`src/rtl/intr_ctrl.sv`:
```
// intr_ctrl: four-source vectored interrupt controller.
// Edge-detected requests, fixed priority, one handler at a time.
module intr_ctrl #(
  parameter logic [9:0] VEC_BASE = 10'h3F0
) (
  input  logic       clk,
  input  logic       reset,
  input  logic [3:0] irq,
  input  logic       mask_we,
  input  logic [3:0] mask_in,
  input  logic       reti,
  output logic       s_int,
  output logic       push_int,
  output logic [9:0] vector,
  output logic [3:0] ack,
  output logic       in_service,
  output logic [3:0] pending
);

  typedef enum logic [1:0] {
    IDLE,
    ENTER,
    SERVICE,
    EXIT
  } state_t;

  state_t     state_q;
  state_t     state_d;
  logic [3:0] irq_q;
  logic [3:0] pend_q;
  logic [3:0] mask_q;
  logic [3:0] rise;
  logic [3:0] elig;
  logic [3:0] clr;
  logic [1:0] id_q;
  logic [1:0] sel;
  logic [9:0] vec_q;

  assign rise    = irq & ~irq_q;
  assign elig    = pend_q & mask_q;
  assign pending = pend_q;
  assign vector  = vec_q;

  // Lowest eligible index wins.
  always_comb begin
    sel = 2'd0;
    for (int i = 3; i >= 0; i--) begin
      if (elig[i]) sel = 2'(i);
    end
  end

  // Next state and per-state strobes.
  always_comb begin
    state_d    = state_q;
    s_int      = 1'b0;
    push_int   = 1'b0;
    ack        = 4'b0000;
    in_service = 1'b0;
    clr        = 4'b0000;
    unique case (state_q)
      IDLE: begin
        if (|elig) state_d = ENTER;
      end
      ENTER: begin
        s_int    = 1'b1;
        push_int = 1'b1;
        ack      = 4'b0001 << id_q;
        clr      = 4'b0001 << id_q;
        state_d  = SERVICE;
      end
      SERVICE: begin
        in_service = 1'b1;
        if (reti) state_d = EXIT;
      end
      EXIT: begin
        state_d = IDLE;
      end
      default: state_d = IDLE;
    endcase
  end

  // State, accepted id and vector latch on entry.
  always_ff @(posedge clk or negedge reset) begin
    if (!reset) begin
      state_q <= IDLE;
      id_q    <= 2'd0;
      vec_q   <= VEC_BASE;
    end else begin
      state_q <= state_d;
      if (state_q == IDLE && |elig) begin
        id_q  <= sel;
        vec_q <= VEC_BASE + {8'd0, sel};
      end
    end
  end

  // Request sampling, pending flags (new edge beats clear) and mask.
  always_ff @(posedge clk or negedge reset) begin
    if (!reset) begin
      irq_q  <= 4'b0000;
      pend_q <= 4'b0000;
      mask_q <= 4'b0000;
    end else begin
      irq_q  <= irq;
      pend_q <= (pend_q & ~clr) | rise;
      if (mask_we) mask_q <= mask_in;
    end
  end

endmodule

```
`config.mk`:
```
export PLATFORM = sky130hd
export DESIGN_NAME = intr_ctrl
export DESIGN_NICKNAME = d
export VERILOG_FILES = /design/src/rtl/intr_ctrl.sv
export SDC_FILE = /design/constraint.sdc
export NUM_CORES = 1
export LEC_CHECK = 0
export CORE_MARGIN = 8
export CORE_UTILIZATION = 45
export CTS_BUF_LIST = sky130_fd_sc_hd__clkbuf_2 sky130_fd_sc_hd__clkbuf_4 sky130_fd_sc_hd__clkbuf_8
export DETAILED_ROUTE_END_ITERATION = 10
export PLACE_DENSITY = 0.81
export SLEW_MARGIN = 10
export SYNTH_ARGS = -nofsm -noshare
export SYNTH_HDL_FRONTEND = slang
export SYNTH_SLANG_ARGS = --single-unit
```
`constraint.sdc`:
```
create_clock -name clk -period 2.3 [get_ports clk]
set_clock_uncertainty 0.2 [all_clocks]
set_input_delay 0.46 -clock clk [delete_from_list [all_inputs] [get_ports clk]]
set_output_delay 0.46 -clock clk [all_outputs]
set_load 0.1 [all_outputs]
```
# Yosys cells after proc, flatten, opt, wreduce, memory -nomap -nowiden
# Cells that the tools add are included.
# totals
out_inout_bits,21
elab_cells,33
in_bits,12
ff_bits,26
# op_classes
reduce_logical,4
eq_ne,5
mux,10
add_sub_neg,1
n_bitwise,6
shifts,1
# ops
cell,n
$and 4x4->4,3
$mux 2,6
$not 4->4,2
$pmux 2 s4,1
$add 5x3->6 const A,1
$eq 2x2->1 const B,2
$mux 4,1
$or 4x4->4,1
$reduce_or 4->1,1
$shl 1x2->4 const A,1
$eq 2x1->1 const B,1
$logic_not 2->1,1
$mux 1,2
$ne 2x1->1 const B,1
$ne 2x2->1 const B,1
$reduce_and 2->1,1
$logic_and 1x1->1,1

# Logic depth before layout (Yosys ltp)
# Gate-level depths: netlist of run 1.
# logic_depth
word_depth,6
mapped_depth,5
mapped_depth_nobuf,5

# Least setup slack after synthesis of run 1
# No wires, ideal clock.
# synth_path
kind,reg-to-reg
startpoint,register state_q[1]
endpoint,register pend_q[0] (netlist: pending[0])
arrival_ns,3.910
stages_incl_launch_ff,5
synth_period_minus_slack_ns,4.371
setup_slack_ns,-2.071
path_cell_list,dfrtp_1 -> inv_1 -> ha_1 -> nor3b_1 -> o22ai_1
# synth_between
elab_chain_len,5
# synth_rtl
item,line,rtl
start: declaration,27,state_t state_q;
start signal: assignment,89,state_q <= state_d;
$eq 2x1->1,-,
$mux 4,-,
named net ack[0],15,"output logic [3:0] ack,"
$not 4->4,105,pend_q <= (pend_q & ~clr) | rise;
$and 4x4->4,105,
$or 4x4->4,105,
end signal: assignment,105,
end: declaration,30,logic [3:0] pend_q;
# The timed path passes the listed nets, and every way through them passes these cells.
# A chain may end at the register's enable or synchronous reset.

# Worst setup path after layout of run 1
# layout_path
startpoint,register state_q[1]
endpoint,output ack[0]
# layout_between
elab_chain_len,2
# layout_rtl
item,line,rtl
$eq 2x1->1,60,unique case (state_q)
$mux 4,60,
end: declaration,15,
# No other way between the ends.

==> results of run 1 <==
-- cells by family after synthesis --
logic type               share of synthesized area (%)
buffers and inverters                             12.7
flip-flops                                        50.1
AO/OA/AOI/OAI                                     13.8
AND/OR/NAND/NOR                                   7.36
multiplexers                                      8.92
adder cells (fa/ha/maj)                           6.26
other                                            0.939
-- metrics by stage --
step                instances  util (%)  setup slack [ns]
detailed placement        117      66.6             0.505
global route              121      68.7             0.115
finish                    121      68.7             0.185
CTS                       121      68.7             0.168
floorplan                  76         -           -0.0976
global placement          117      66.6             0.532
-- how the worst max path moves through the flow --
| stage | from | endpoint | slack (ns) | cells past startpoint |
|---|---|---|---|---|
| final | state_q[1]$_DFFE_PN0P_ | ack[0] | 0.18 | 4 |
| after global routing | state_q[1]$_DFFE_PN0P_ | ack[0] | 0.11 | 4 |
| after CTS | state_q[1]$_DFFE_PN0P_ | ack[0] | 0.17 | 4 |
| after detailed placement | state_q[1]$_DFFE_PN0P_ | ack[0] | 0.50 | 4 |
| after global placement | state_q[1]$_DFFE_PN0P_ | ack[0] | 0.53 | 4 |
| after floorplan | state_q[1]$_DFFE_PN0P_ | ack[0] | -0.1 | 3 |
-- worst max-delay path, cell delays in order, from the launching register on --
cell,delay (ns)
dfrtp_1,0.41
inv_2,0.09
ha_4,0.19
nor3b_4,0.26
buf_12,0.21
-- routing by layer --
| layer | share of wire [%] | up-vias |
|---|---|---|
| met4 | 1.8 | 0 |
| met2 | 51 | 20 |
| met3 | 7.8 | 4 |
| met1 | 40 | 264 |
| li1 | - | 267 |
| met5 | 0 | - |
-- flip-flops by register name, indices dropped and copies added, names as in the netlist --
name / cells
id_q: 2
irq_q: 4
mask_q: 4
pending: 4
state_q: 2
-- final cells by class --
cell class,instances,area share [%]
inverter,9,2.88
sequential,16,34.3
timing repair buffer,25,26.9
multi-input combinational,42,30.2
tap,25,2.67
clock buffer,4,3.09
-- placed cells by master, fill, tap and decap left out --
cell | synthesis | routed
o21ai_1 | 1 | 1
inv_2 | 0 | 1
and3_2 | 0 | 1
ha_1 | 4 | 3
a2bb2oi_1 | 1 | 1
nor2_4 | 1 | 2
nand2_1 | 3 | 3
a32oi_1 | 1 | 1
a22o_4 | 2 | 2
dfrtp_1 | 16 | 14
clkbuf_4 | 0 | 3
mux2_2 | 5 | 5
and3b_2 | 0 | 1
o21ai_0 | 2 | 2
clkdlybuf4s50_1 | 0 | 11
nor2_1 | 2 | 1
clkbuf_8 | 0 | 1
nor2b_1 | 1 | 1
o22ai_1 | 3 | 3
conb_1 | 2 | 8
ha_4 | 0 | 1
buf_4 | 9 | 6
buf_12 | 0 | 8
nor3b_4 | 0 | 1
dfrtp_2 | 0 | 2
a21oi_1 | 3 | 3
inv_1 | 9 | 8
mux2_4 | 1 | 1
a21oi_2 | 1 | 1
==> metrics, run 1 <==
status completed; Initial Util between 40 and 50%; # nets final ~110; antenna-violating nets left 0; post-synthesis sequential area ratio roughly half; dominant synthesized flop cell dfrtp_1; final hold slack roughly 0.23 ns; 1st-pass router iterations 2; Top Usage Layer GRT met2; Synth async-reset ratio 100%; number of global-route vias before repair 591; startpoint types flip-flop; Required @ worst endpoint roughly 1.6 ns; Diodes inserted 0; Root Driver clkbuf_4; Arr. time, crit path about 1.5 ns; Syn Inst Count 70; Max-cap violations 0; count leader, synth dfrtp_1; routed len/inst roughly 14 µm; total grt overflow 0; # hold bufs at CTS 0; unrepaired setup endpoints after global routing no; final setup fails 0; Clock Latency Late Sink a little under 0.3 ns; Fill cells ~130; Hold Startpoint irq_q[0]$_DFF_PN0_; setup bufs post-CTS 0; CP Capture Type output pin; Mapped Area approximately 800 µm²; Crit Path Category flip-flop to output pin; FF-to-FF path depth 5; crit-path max FO 6; CTS buffer count 3; GR Util met2 roughly a fifth; HPWL after DPL between 1 and 1.5 mm; I/O pins 33; Cell variety after synth 22; reg2reg end state_q[1]$_DFFE_PN0P_; Die Area 3380 µm²; antenna violations before repair 0; DP Area 1140 µm²; maximum clock insertion buffer count 2; setup_tns 0 ns; Post-synth EDFFs 0; multi-input logic area around 350 µm²; Row Count 15; met3 usage a little over 5%; Max Freq about 470 MHz; max-slew violation total from the final report 0; CTS resizes 0; Tmin final approximately 2.1 ns; IO buf count 24; drt drc 0; first-pass GRT wire length roughly 2.8 mm; Post-synth top cells 16 x dfrtp_1, 9 x buf_4, 9 x inv_1, 5 x mux2_2, 4 x ha_1; via count roughly 560; design area roughly 1200 µm²; 1st-iter DRT viols 4; worst hold path depth 1; gpl congestion around 0.77; CTS tree built; Final Cycle Share between 90 and 100%; # H-tree levels 1; clk slew on worst S/H paths 0.10 ns; DIE HEIGHT just under 60 µm; register area about 400 µm²; area grow syn2layout 46.8%; share of layout cells above drive strength 1 a little under two fifths; Final Hold Violating Endpoints 0; area leader, netlist dfrtp_1; WHS Endpoint pending[0]$_DFF_PN0_; # clock sinks 16; flop-to-flop setup slack between 0.5 and 0.6 ns; WL final around 1.7 mm; Vias per Instance 4.59; Global Route met1 Usage about a tenth; Total GRT Usage a little over a tenth; post-synth top area share about 50%; Die X ~58 µm; Ys Warns 0; Core ar. about 1700 µm²; Hold Crit Class flip-flop to flip-flop; reg2reg start state_q[0]$_DFFE_PN0P_; pin count of the biggest net entering global routing 10; flops & latches, synth 16; Mapped Avg Cell Area about 11 µm²; largest cells by area after synthesis dfrtp_1 50%, buf_4 8.5%, mux2_2 7.0%
Power of run 1 is not shown: default switching activity piles up to over one toggle a cycle in this logic, so the estimate is an artifact.
==> inputs of run 2 (changes only) <==
--- a/config.mk
+++ b/config.mk
@@ -5,6 +5,7 @@
 export SDC_FILE = /design/constraint.sdc
 export NUM_CORES = 1
 export LEC_CHECK = 0
+export CAP_MARGIN = 40
 export CORE_MARGIN = 8
 export CORE_UTILIZATION = 45
 export CTS_BUF_LIST = sky130_fd_sc_hd__clkbuf_2 sky130_fd_sc_hd__clkbuf_4 sky130_fd_sc_hd__clkbuf_8
@@ -14,3 +15,4 @@
 export SYNTH_ARGS = -nofsm -noshare
 export SYNTH_HDL_FRONTEND = slang
 export SYNTH_SLANG_ARGS = --single-unit
+export TNS_END_PERCENT = 1
==> results of run 2 <==
Same layout as run 1: the final DEF is identical, and so are final timing and power.
Power of run 2 is left out for the same reason.
==> inputs of run 3 (changes only) <==
--- a/config.mk
+++ b/config.mk
@@ -9,6 +9,7 @@
 export CORE_MARGIN = 8
 export CORE_UTILIZATION = 45
 export CTS_BUF_LIST = sky130_fd_sc_hd__clkbuf_2 sky130_fd_sc_hd__clkbuf_4 sky130_fd_sc_hd__clkbuf_8
+export CTS_CLUSTER_SIZE = 30
 export DETAILED_ROUTE_END_ITERATION = 10
 export PLACE_DENSITY = 0.81
 export SLEW_MARGIN = 10
==> results of run 3 <==
Same layout as run 1: the final DEF is identical, and so are final timing and power.
Power of run 3 is left out for the same reason.
